===== config.mk =====
export PLATFORM = sky130hd
export DESIGN_NAME = fifo_serial_tx
export DESIGN_NICKNAME = d
export VERILOG_FILES = /design/src/rtl/fifo_serial_tx.sv
export SDC_FILE = /design/constraint.sdc
export NUM_CORES = 1
export LEC_CHECK = 0
export ABC_AREA = 1
export BUFFER_PORTS_ARGS = -buffer_cell sky130_fd_sc_hd__buf_2
export CORE_MARGIN = 2
export CORE_UTILIZATION = 59
export DETAILED_ROUTE_END_ITERATION = 10
export GPL_ROUTABILITY_DRIVEN = 1
export MAX_ROUTING_LAYER = met4
export PLACE_DENSITY = 0.91
export RECOVER_POWER = 100
export SLEW_MARGIN = 20
export SYNTH_ARGS = -nofsm -noshare
export SYNTH_HDL_FRONTEND = slang
export SYNTH_SLANG_ARGS = --single-unit

===== constraint.sdc =====
create_clock -name i_clk -period 4.1 [get_ports i_clk]
set_clock_uncertainty 0.1 [all_clocks]
set_input_delay 0.615 -clock i_clk [delete_from_list [all_inputs] [get_ports i_clk]]
set_output_delay 0.615 -clock i_clk [all_outputs]
set_load 0.01 [all_outputs]

===== src/rtl/fifo_serial_tx.sv =====
// -----------------------------------------------------------------------------
// fifo_serial_tx
//
// Read-side consumer for the synchronous FIFO. Pops one word at a time and
// sends it on a single serial line as: start bit (0), WIDTH data bits LSB
// first, optional even-parity bit, stop bit (1). A new word is popped only
// from IDLE or at the end of a stop bit, so frames run back-to-back with a
// two-cycle gap (POP, LOAD) when the FIFO stays non-empty.
//
// Parameters
//   WIDTH     data word width (must match the FIFO)
//   BAUD_DIV  clk cycles per serial bit, 1..1024
//
// Ports
//   i_clk            rising-edge clock
//   i_rst_           synchronous active-high reset
//   i_tx_en          permits new frames; a running frame always completes
//   i_fifo_data_out  FIFO read data, valid the cycle after o_fifo_read
//   i_fifo_empty     FIFO empty flag
//   o_fifo_read      one-cycle pop strobe
//   o_tx_serial      serial line, idles high
//   o_tx_busy        high in every state except IDLE
//   o_tx_done        one-cycle pulse after the last stop-bit cycle
//
// Build option
//   FIFO_SERIAL_TX_PARITY_EN  inserts an even-parity bit between the data
//                             bits and the stop bit
//
// state  | meaning
// -------+------------------------------------------------------------
// IDLE   | line high, waiting for tx_en and a non-empty FIFO
// POP    | fifo_read asserted for this single cycle
// LOAD   | FIFO data is valid; capture it into the shift register
// START  | start bit (line low) for BAUD_DIV cycles
// DATA   | shift register LSB on the line, one bit per BAUD_DIV cycles
// PARITY | even parity of the captured word (parity build only)
// STOP   | stop bit (line high) for BAUD_DIV cycles
// -----------------------------------------------------------------------------
module fifo_serial_tx #(
   parameter int WIDTH    = 16,
   parameter int BAUD_DIV = 4
) (
   input  logic             i_clk,
   input  logic             i_rst_,
   input  logic             i_tx_en,
   input  logic [WIDTH-1:0] i_fifo_data_out,
   input  logic             i_fifo_empty,
   output logic             o_fifo_read,
   output logic             o_tx_serial,
   output logic             o_tx_busy,
   output logic             o_tx_done
);

   localparam int BC_W  = (BAUD_DIV > 1) ? $clog2(BAUD_DIV) : 1;
   localparam int BIT_W = $clog2(WIDTH + 1);

   localparam logic [BC_W-1:0]  BAUD_LAST = BC_W'(BAUD_DIV - 1);
   localparam logic [BIT_W-1:0] BIT_LAST  = BIT_W'(WIDTH - 1);

   typedef enum logic [2:0] {
      S_IDLE,
      S_POP,
      S_LOAD,
      S_START,
      S_DATA,
`ifdef FIFO_SERIAL_TX_PARITY_EN
      S_PARITY,
`endif
      S_STOP
   } state_t;

   state_t           r_state;
   logic [WIDTH-1:0] r_shift;
   logic [BC_W-1:0]  r_baud;
   logic [BIT_W-1:0] r_bit;
   logic             r_fifo_read;
   logic             r_tx_serial;
   logic             r_tx_busy;
   logic             r_tx_done;
`ifdef FIFO_SERIAL_TX_PARITY_EN
   logic             r_parity;
`endif

   logic             w_baud_tc;
   logic [BC_W-1:0]  w_baud_nxt;
   logic [WIDTH-1:0] w_shift_nxt;
   logic             w_start_ok;

   // With BAUD_DIV=1 the counter stays at 0 and every cycle is terminal.
   assign w_baud_tc   = (r_baud == BAUD_LAST);
   assign w_baud_nxt  = w_baud_tc ? '0 : r_baud + BC_W'(1);
   assign w_shift_nxt = r_shift >> 1;
   assign w_start_ok  = i_tx_en & ~i_fifo_empty;

   // Outputs are registered alongside the state so each one reflects the
   // state being entered on the same edge.
   always_ff @(posedge i_clk) begin
      if (i_rst_) begin
         r_state     <= S_IDLE;
         r_shift     <= '0;
         r_baud      <= '0;
         r_bit       <= '0;
         r_fifo_read <= 1'b0;
         r_tx_serial <= 1'b1;
         r_tx_busy   <= 1'b0;
         r_tx_done   <= 1'b0;
`ifdef FIFO_SERIAL_TX_PARITY_EN
         r_parity    <= 1'b0;
`endif
      end else begin
         r_fifo_read <= 1'b0;
         r_tx_done   <= 1'b0;
         case (r_state)
            S_IDLE: begin
               r_tx_serial <= 1'b1;
               if (w_start_ok) begin
                  r_state     <= S_POP;
                  r_fifo_read <= 1'b1;
                  r_tx_busy   <= 1'b1;
               end
            end
            S_POP: begin
               r_state <= S_LOAD;
            end
            S_LOAD: begin
               r_shift     <= i_fifo_data_out;
`ifdef FIFO_SERIAL_TX_PARITY_EN
               r_parity    <= ^i_fifo_data_out;
`endif
               r_baud      <= '0;
               r_tx_serial <= 1'b0;
               r_state     <= S_START;
            end
            S_START: begin
               r_baud <= w_baud_nxt;
               if (w_baud_tc) begin
                  r_state     <= S_DATA;
                  r_bit       <= '0;
                  r_tx_serial <= r_shift[0];
               end
            end
            S_DATA: begin
               r_baud <= w_baud_nxt;
               if (w_baud_tc) begin
                  r_shift <= w_shift_nxt;
                  r_bit   <= r_bit + BIT_W'(1);
                  if (r_bit == BIT_LAST) begin
`ifdef FIFO_SERIAL_TX_PARITY_EN
                     r_state     <= S_PARITY;
                     r_tx_serial <= r_parity;
`else
                     r_state     <= S_STOP;
                     r_tx_serial <= 1'b1;
`endif
                  end else begin
                     r_tx_serial <= w_shift_nxt[0];
                  end
               end
            end
`ifdef FIFO_SERIAL_TX_PARITY_EN
            S_PARITY: begin
               r_baud <= w_baud_nxt;
               if (w_baud_tc) begin
                  r_state     <= S_STOP;
                  r_tx_serial <= 1'b1;
               end
            end
`endif
            S_STOP: begin
               r_baud <= w_baud_nxt;
               if (w_baud_tc) begin
                  r_tx_done <= 1'b1;
                  // Back-to-back: pop the next word without passing through IDLE.
                  if (w_start_ok) begin
                     r_state     <= S_POP;
                     r_fifo_read <= 1'b1;
                  end else begin
                     r_state   <= S_IDLE;
                     r_tx_busy <= 1'b0;
                  end
               end
            end
            default: begin
               r_state     <= S_IDLE;
               r_tx_serial <= 1'b1;
               r_tx_busy   <= 1'b0;
            end
         endcase
      end
   end

   assign o_fifo_read = r_fifo_read;
   assign o_tx_serial = r_tx_serial;
   assign o_tx_busy   = r_tx_busy;
   assign o_tx_done   = r_tx_done;

endmodule


=== After elaboration in Yosys (flattened, before gate mapping) ===
Cells that the tools add are included.

* Bitwise gates (word level): 5
* Equality and inequality tests: 13
* Add/subtract/negate cells: 2
* Muxes and demuxes: 26
* Reduce and logical (&&, ||, !) cells: 13

{| class="wikitable"
|+ Operator list
! kind !! count
|-
| case mux 16 bit (2 select lines) || 1
|-
| case mux 3 bit (6 select lines) || 1
|-
| 2-to-1 mux 16 bit || 1
|-
| 2-to-1 mux 3 bit || 5
|-
| inequality test 2 bit (second input constant) || 6
|-
| 2-to-1 mux 1 bit || 10
|-
| 2-to-1 mux 5 bit || 2
|-
| case mux 5 bit (2 select lines) || 1
|-
| equality test 3 x 2 -> 1 bit (second input constant) || 2
|-
| equality test 3 bit (second input constant) || 2
|-
| AND reduction 3 bit || 2
|-
| nonzero test 2 bit || 3
|-
| adder 5 x 1 -> 5 bit (second input constant) || 1
|-
| equality test 5 x 4 -> 1 bit (second input constant) || 1
|-
| AND reduction 5 bit || 1
|-
| inverter 1 bit || 4
|-
| case mux 1 bit (4 select lines) || 1
|-
| case mux 2 bit (2 select lines) || 1
|-
| AND reduction 4 bit || 1
|-
| OR reduction 2 bit || 2
|-
| OR reduction 4 bit || 1
|-
| equality test 3 x 1 -> 1 bit (second input constant) || 1
|-
| logical NOT 3 bit || 1
|-
| case mux 1 bit (3 select lines) || 1
|-
| 7 further kinds || 7
|}

* Bits in registers: 30
* Output and inout bits: 4
* Bits of input ports: 20
* Word-level logic and storage cells: 67

=== Longest topological paths before layout ===
Gate-level depths: netlist of the first run.

* Word-level depth: 5
* Gate-level depth with buffers: 11
* Depth with buffers taken out: 11

=== Worst setup path before layout of the first run ===
OpenSTA, ideal clock, no wires.

* Path type: flip-flop to flip-flop
* Start: register r_bit[0]
* End: register r_state[2]
* Required time: 3.887 ns
* Clock period less this slack: 1.530 ns
* Setup slack: 2.570 ns
* Library setup time: 0.113 ns
* Arrival time: 1.317 ns
* Path buffers: 0
* Cell stages (with the launch flop): 12
* Path through: dfxtp_1 -> ha_1 -> nand2_1 -> nor2_1 -> ha_1 -> inv_1 -> nand3_1 -> nand3_1 -> nor2_1 -> nand2_1 -> nand2_1 -> nor2_1

* Longest elaborated chain between the ends: 3

{| class="wikitable"
|+ Ends and longest elaborated chain
! what !! RTL line !! RTL
|-
| start, declared || 75 || <nowiki>logic [BIT_W-1:0] r_bit;</nowiki>
|-
| start signal, assigned || 146 || <nowiki>r_bit <= r_bit + BIT_W'(1);</nowiki>
|-
| equality test 5 x 4 -> 1 bit || 147 || <nowiki>if (r_bit == BIT_LAST) begin</nowiki>
|-
| inequality test 2 bit (no line) || n/a ||
|-
| AND reduction 5 bit (no line) || n/a ||
|-
| end signal, assigned || 137 || <nowiki>r_state <= S_DATA;</nowiki>
|-
| end signal, assigned || 152 || <nowiki>r_state <= S_STOP;</nowiki>
|-
| end signal, assigned || 175 || <nowiki>r_state <= S_POP;</nowiki>
|-
| end, declared || 72 || <nowiki>state_t r_state;</nowiki>
|}

No other way between the ends.
A chain may end at the register's enable or synchronous reset.

=== Final worst setup path of the first run ===
* Start: register r_state[2]
* End: register r_shift[8]

* Longest elaborated chain between the ends: 3
* Elaborated cells on any way between the ends: 6
* Classes of those cells: eq/ne (3); mux (1); reduce/logical (2)

{| class="wikitable"
|+ Ends and longest elaborated chain
! what !! RTL line !! RTL
|-
| start signal, assigned || 99 || <nowiki>r_state <= S_IDLE;</nowiki>
|-
| start signal, assigned || 117 || <nowiki>r_state <= S_POP;</nowiki>
|-
| start signal, assigned || 123 || <nowiki>r_state <= S_LOAD;</nowiki>
|-
| equality test 3 bit or equality test 3 x 2 -> 1 bit (tied branches) || 113 || <nowiki>case (r_state)</nowiki>
|-
| inequality test 2 bit (no line) or nonzero test 2 bit (tied branches) || n/a ||
|-
| AND reduction 2 bit (no line) || n/a ||
|-
| end signal, assigned || 126 || <nowiki>r_shift <= i_fifo_data_out;</nowiki>
|-
| end signal, assigned || 145 || <nowiki>r_shift <= w_shift_nxt;</nowiki>
|-
| end, declared || 73 || <nowiki>logic [WIDTH-1:0] r_shift;</nowiki>
|}

Several ways; a longest one is shown, not always the timed one.

==> reports/summary.md, run 1 <==
The critical path class is register to register. The die is 55.1 microns wide. Share of the synthesized area in the top cell type: 39.0%. Once layout is complete, the utilization of the core stands at 67.5%.

The relative max-transition margin was 8.42%; the number of pins exceeding their max-slew limit in the final report was 0. The via count of the first global-routing pass is 1255. The count of inserted antenna diode cells is 0, and the proportion of register bits with asynchronous set or reset after synthesis is 0%.

The run gives 2.89 ns as the endpoint arrival time on the critical path. After legalization and detailed placement, the total HPWL measured 2.14 mm. 24 I/O pins were placed. Counting along the longest clock path gives a buffer depth of 2.

The worst setup path is captured at a register. Global routing finished with a remaining overflow of 0. For the placeable core region, the log shows 2480 sq um.

Row generation in the floorplan step produced 18 rows. The tools report the post-synth net total as 256. The root cell of the clock tree is clkbuf_4.

For the worst setup path, the data required time is 4.23 ns. nand2_1 is the most common cell in the netlist. The maximum clock frequency is 363 MHz, and the chip height is 55.1 microns.

For this block, the initial DRC count from the detailed router was 26. The mean post-synth cell area is 6.61 sq um, and the total power per unit cell area is 567 nW/um^2. The quantity of I/O buffers inserted on ports works out to 23. Sorting the synthesized cells by area gives the leading types as dfxtp_1, nand2_1, nor2_1. The worst hold path was traced through 2 stages.

H-tree depth reported by CTS: 2. Dominant register cell in the synthesized netlist: dfxtp_1. Setup repair after global routing left no endpoint under its margin. The final period utilization is 67.2%.

The final-report setup violation count is 0, and the number of hold-repair buffers added at the cts stage is 0. Buffers added to address setup during post-CTS repair amount to 0. The most area-hungry cell type in the Yosys netlist was dfxtp_1.

The routed design has 3.08 mm of wire. The post-cts resize count was 0. The number of warning messages in the yosys log was 0; the worst voltage drop across the vdd grid was 396 uV. TritonCTS built the clock tree. The number of hold violations in the final report was 0.

The number of buffers inserted during clock tree synthesis is 5, and the minimum clock period is 2.76 ns. In the final routed layout, each cell accounts on average for 10.7 microns. Of the synthesized area, sequential elements account for 39.0%. The maximum number of pins on one net before global-route repair is 21, and the number of search-and-repair iterations in the first detailed-routing pass is 4.

The count of cell types in the netlist was 21. Summed over all cells, the static leakage comes to 0.841 nW. The run gives 5.22 mm as the first-pass GRT wire length.

The flow ran to the end, and the final reports show no timing, DRC or antenna violations. In this run, synthesis inferred 0 flip-flops with an integrated enable. STA classifies the critical path startpoint as a register. Once placement completed, the tool counted placed cells totaling 279. The finished layout holds 287 standard cells, fillers aside. By count the netlist is led by nand2_1, nor2_1, dfxtp_1, o21ai_0, nand3_1. Clock-pin slew was measured on the worst setup and hold paths at 0.10 ns. The average vias per placed instance was 5.19. The area added between synthesis and finish is 8.70%, and the DRC violation count after routing is 0.

The tightest min-delay check is of the register to register type. The run gives 233 as the synthesized netlist cell count. The ratio of cells with drive above 1 in the final layout is 15.6%.

The floorplan step defined a die boundary enclosing 3030 sq um. The synthesized design contains 30 register bits. Summing over every cut layer, the via total after detailed routing is 1490.

The layout has 240 filler cells. For the pin with the worst max-slew slack, the measured transition is 1.37 ns. The worst hold-check slack was 0.371 ns; the number of nets at the end of the flow was 279.

Along the worst path, the maximum fanout reaches 20. The initial utilization of the core area, before any placement, comes to 62.1%. The tool flagged a number of max-cap violations equal to 0. The tools report the overall routing resource usage as 25.5%. The final-layout setup total negative slack is 0 ns.

At the later pin of the worst-skew pair, clock insertion delay measures 0.34 ns. At the end of routability-driven placement, the weighted congestion stood at 0.828. The count of nets left with antenna violations once routing finished came out at 0. The worst register-to-register path has a depth of 7. The synthesized netlist occupies a cell area of 1540 sq um.

Number of sinks on the clock net: 30. The number of antenna violations at the first check in global routing is 0.
## sequential cells by signal, summed over array words and instances (netlist names)
register,count
o_tx_done,1
r_bit,5
o_tx_serial,1
r_state,3
r_shift,16
o_fifo_read,1
o_tx_busy,1
r_baud,2
## worst max-delay path, stage by stage, from the launching register on
cell and delay, ns:
dfxtp_1 0.45, inv_1 0.16, nor2_1 1.06, nand2_1 0.29
nand2_4 0.24, inv_2 0.15, nor2_1 0.13, nor2_1 0.06
## final cells by class
type / count / area, sq um / share of cell area [%]
clock buffer: 7 / 55.1 / 3.29
clock inverter: 1 / 5.00 / 0.299
inverter: 15 / 58.8 / 3.52
multi-input combinational: 181 / 806 / 48.2
sequential: 30 / 601 / 35.9
tap: 30 / 37.5 / 2.24
timing repair buffer: 23 / 110 / 6.58
## report_power, final
group / internal [W] / switching, W
combinational: 0.000115 / 0.000238
sequential: 0.000363 / 0.0000444
clock: 0.0000830 / 0.000104
## metrics by stage
step | instance area, sq um | setup slack [ns] | total power, W
after detailed placement | 1630 | 2.25 | 0.000774
after global placement | 1630 | 2.33 | 0.000760
after global routing | 1670 | 1.02 | 0.00103
after floorplan | 1540 | 2.57 | 0.000723
after CTS | 1690 | 2.21 | 0.000967
final | 1670 | 1.34 | 0.000948
## cell usage in the layout, fill, tap and decap left out
cell      count
nand2_2      10
a21oi_1      10
or2_2         1
nor2_1       47
ha_1          3
clkbuf_8      1
clkbuf_1      5
nand4_1       1
o21ai_0      17
xor2_1        1
clkinv_2      1
a211oi_1      1
buf_2        19
inv_1        13
inv_2         1
inv_4         1
nand3_1      16
nand2_4       1
dfxtp_1      30
nand2_1      73
clkbuf_4      5
## kinds of logic after synthesis
logic type / after synthesis / share of synthesized area, %
flip-flops: 30 / 39.0
AND/OR/NAND/NOR: 149 / 40.7
adder cells (fa/ha/maj): 3 / 2.44
XOR/XNOR: 1 / 0.569
AO/OA/AOI/OAI: 28 / 9.27
buffers and inverters: 22 / 7.97
## routing by layer
layer,wire length (microns),vias to the layer above,GRT usage (%),share of wire (%)
met2,1530,28,41.5,50
met3,153,8,9.95,5.0
li1,-,783,-,-
met1,1330,671,28.0,43
met4,53,0,10.2,1.7
met5,0,-,-,0
## path summary, 6_finish.rpt
check	start	slack, ns	endpoint
setup / recovery	r_state[2]	1.34	r_shift[8]
hold / removal	r_bit[4]	0.37	r_bit[4]
setup reg to reg	r_state[2]	1.34	r_shift[8]
hold reg to reg	r_bit[4]	0.37	r_bit[4]
Power figures use the tool's default switching activity.
==> inputs of run 2 (changes only) <==
--- a/config.mk
+++ b/config.mk
@@ -8,11 +8,11 @@
 export ABC_AREA = 1
 export BUFFER_PORTS_ARGS = -buffer_cell sky130_fd_sc_hd__buf_2
 export CORE_MARGIN = 2
-export CORE_UTILIZATION = 59
+export CORE_UTILIZATION = 50
 export DETAILED_ROUTE_END_ITERATION = 10
 export GPL_ROUTABILITY_DRIVEN = 1
 export MAX_ROUTING_LAYER = met4
-export PLACE_DENSITY = 0.91
+export PLACE_DENSITY = 0.82
 export RECOVER_POWER = 100
 export SLEW_MARGIN = 20
 export SYNTH_ARGS = -nofsm -noshare
==> constraint.sdc (replaced) <==
create_clock -name i_clk -period 2.36 [get_ports i_clk]
set_clock_uncertainty 0.1 [all_clocks]
set_input_delay 0.354 -clock i_clk [delete_from_list [all_inputs] [get_ports i_clk]]
set_output_delay 0.354 -clock i_clk [all_outputs]
set_load 0.01 [all_outputs]
==> run 2 against run 1 <==
Count of clock-buffer cells in the layout fell by 1. Sequential share of layout area down 0.13 points. Final cell count increased by 0.70%. Routed wire length is 1.3% lower. Critical path type unchanged. Largest power group unchanged.
==> reports/summary.md, run 2 (synthesis gave the netlist of run 1 again) <==
The number of sinks on the clock net is 30 (unchanged). The via count of the first global-routing pass is 1344 (+7.1%). The horizontal die dimension is 59.5 microns (+8.0%). The count of inserted antenna diode cells was 0 (unchanged). The tools report the final-report setup violation count as 0 (unchanged). STA classifies the critical path endpoint as a register.

The logs give 0 (unchanged) for the post-cts resize count and 51.7% (-10 points) for the starting utilization of the core area. TritonCTS built the clock tree. The combined buffer and inverter count along the critical path was 2 (unchanged).

Combinational power share: 38.5% (+1.2 points). The number of violations of the max-capacitance limit is 0 (unchanged). The run finished with clean final reports.

The count of buffers added by post-CTS timing repair for setup is 0 (unchanged). The run gives 43.1% (+0.2 points) as the proportion of power drawn by flip-flops and latches. The relative max-transition margin is 58.0% (+50 points). The maximum number of pins on one net before global-route repair was 20 (-4.8%); the maximum clock frequency was 505 MHz (+39%). The signal on the critical path passes through inv_1 -> nor2_4 -> clkbuf_1 -> o21ai_0 -> nand3_1 -> nand2_1 -> nand2_1.

The power spent charging and discharging nets was 0.000667 W (+72%); the switching part of the total power was 40.8% (about the same). The DRC violation count after routing was 0 (unchanged). Most common cell after layout, fill and taps aside: nand2_1. Static power due to leakage: 0.838 nW (-0.44%). Violation count after the first detailed-routing iteration: 27 (+3.8%). In this run the worst hold path is classified as input pin to register. Total power per unit cell area: 974 nW/um^2 (+72%). Most prevalent standard cell on the critical path: nand2_1. The logs give 0.858 (+3.5%) for the global placement routability congestion and 2 (unchanged) for the deepest clock path buffer count. The internal power component is 0.000969 W (+73%), and the area added between synthesis and finish is 9.11%. Latest clock arrival within the worst-skew pair: 0.33 ns (about the same). The post-DP HPWL came out at 2.13 mm (-0.42%). Post-detailed-route wirelength per cell: 10.5 microns (-2.0%). The run gives 0 (unchanged) as the overflow left after global routing. The tools report the placement row count as 20 (+2).

The final period utilization is 83.9% (+17 points). The number of flip-flops in the largest register works out to 16 (unchanged). The master of the slowest instance on the critical path is clkbuf_1. The worst setup path is launched from a register. The register area is 601 sq um (unchanged).

The quantity of I/O buffers inserted on ports came out at 23 (unchanged). The maximum fanout encountered on the critical timing path was 14 (-30%). The worst setup path is of the register to register kind.

The final-layout fill cell count was 304 (+27%). The average vias per placed instance was 5.03 (-3.2%); the number of buffers inserted during clock tree synthesis was 5 (unchanged). The placeable core region is 2980 sq um (+20%). Multi-input logic area: 813 sq um (+0.93%).

The busiest layer in global routing is met2. The tools report the endpoint arrival time on the critical path as 2.17 ns (-0.72 ns). Counting flops per register, the top entry is r_shift. The run gives 5.38 mm (+3.2%) as the first-pass GRT wire length. The number of nets at the end of the flow was 280 (+0.36%); the number of nets still failing antenna checks after routing was 0 (unchanged). The floorplan die area is 3540 sq um (+17%), and the H-tree depth reported by CTS is 2 (unchanged). Worst stage delay on the critical path: 0.52 ns (-0.54 ns).

The global-route met3 utilization is 6.55% (-3.4 points), and the overall routing resource usage is 20.9% (-4.6 points). The final-layout setup total negative slack was 0 ns (unchanged). The chip height is 59.5 microns (+8.0%), and the number of hold violations in the final report is 0 (unchanged).

The number of pins exceeding their max-slew limit in the final report came out at 0 (unchanged). The number of search-and-repair iterations in the first detailed-routing pass is 5 (+1). Actual transition at the worst max-transition pin: 0.630 ns (-0.738 ns). The tree is rooted in a clkbuf_4. The logs give 33.4% (-8.0 points) for the met2 track demand over resource in global routing and 24 (unchanged) for the top-level I/O count.

The number of antenna violations at the first check in global routing was 0 (unchanged). Broken down by cell family, the worst path's largest delay share belongs to buffers and inverters. The logs give 3.04 mm (-1.3%) for the final routed wirelength across all metal layers and 24.2% (-3.8 points) for the fraction of met1 tracks used by global routing. For the via count, the log shows 1453 (-2.5%). The clock-pin slew on the worst setup and hold paths was 0.09 ns (about the same). Setup repair after global routing left no endpoint under its margin. The number of hold-repair buffers added at the cts stage was 0 (unchanged). The run gives 549 uV (+39%) as the worst voltage drop across the vdd grid. Leaving out fill and tap cells, the most frequent cells in the layout are nand2_1, nor2_1, dfxtp_1.

The logs give 18.4% (-1.3 points) for the clock power share and 283 (+1.4%) for the number of placed instances, taps included. The ratio of cells with drive above 1 in the final layout is 15.2% (-0.33 points), and the minimum clock period is 1.98 ns (-0.776 ns). The run gives 2.55 ns (-1.68 ns) as the endpoint required time on the critical path. In the final layout, the registers with the most flip-flops are r_shift: 16 flops, r_bit: 5 flops, r_state: 3 flops. The tools report the final cell count without fillers as 289 (+0.70%).
[run 2: cell types whose count changed in the layout (fill, tap and decap cells not counted), sizes merged]
cell and delta:
clkinv -1
[run 2: metal layers]
layer	up-vias	routed length [microns]
met1	641	1390
met5	-	0
met4	0	59
met2	26	1460
met3	7	125
li1	779	-
[run 2: worst min-delay path, delay by kind of cell]
family / cells / cell delay (ns)
compound gates: 1 / 0.06
buf+inv: 1 / 0.10
simple gates: 1 / 0.07
[run 2: cell type report]
type	count	share of cell area, %
tap	33	2.46
clock buffer	6	3.06
timing repair buffer	24	6.78
inverter	15	3.50
multi-input combinational	181	48.4
sequential	30	35.8
[run 2: worst paths after layout]
check | start | endpoint | slack [ns] | cells after the start
hold / removal | i_fifo_data_out[15] | r_shift[15] | 0.19 | 3
hold reg to reg | r_bit[4] | r_bit[4] | 0.37 | 2
setup / recovery | r_state[2] | o_tx_serial | 0.38 | 7
setup reg to reg | r_state[2] | o_tx_serial | 0.38 | 7
[run 2: power groups by stage]
| stage | clock network [W] | registers (W) | logic [W] |
|---|---|---|---|
| after floorplan | 0 | 0.000707 | 0.000549 |
| after global placement | 0 | 0.000712 | 0.000627 |
| after detailed placement | 0 | 0.000715 | 0.000638 |
| after CTS | 0.000311 | 0.000704 | 0.000644 |
| after global routing | 0.000330 | 0.000721 | 0.000746 |
| final | 0.000302 | 0.000705 | 0.000629 |
[run 2: through the flow]
stage / instance area, sq um / hold WS, ns / setup slack, ns / utilization (%) / power, W
final: 1680 / 0.194 / 0.380 / 56.4 / 0.00164
after CTS: 1690 / 0.182 / 0.622 / 56.8 / 0.00166
after floorplan: 1540 / 0.332 / 0.830 / - / 0.00126
after detailed placement: 1640 / 0.350 / 0.645 / 55.0 / 0.00135
after global routing: 1680 / 0.199 / 0.200 / 56.4 / 0.00180
after global placement: 1640 / 0.350 / 0.733 / 55.0 / 0.00134
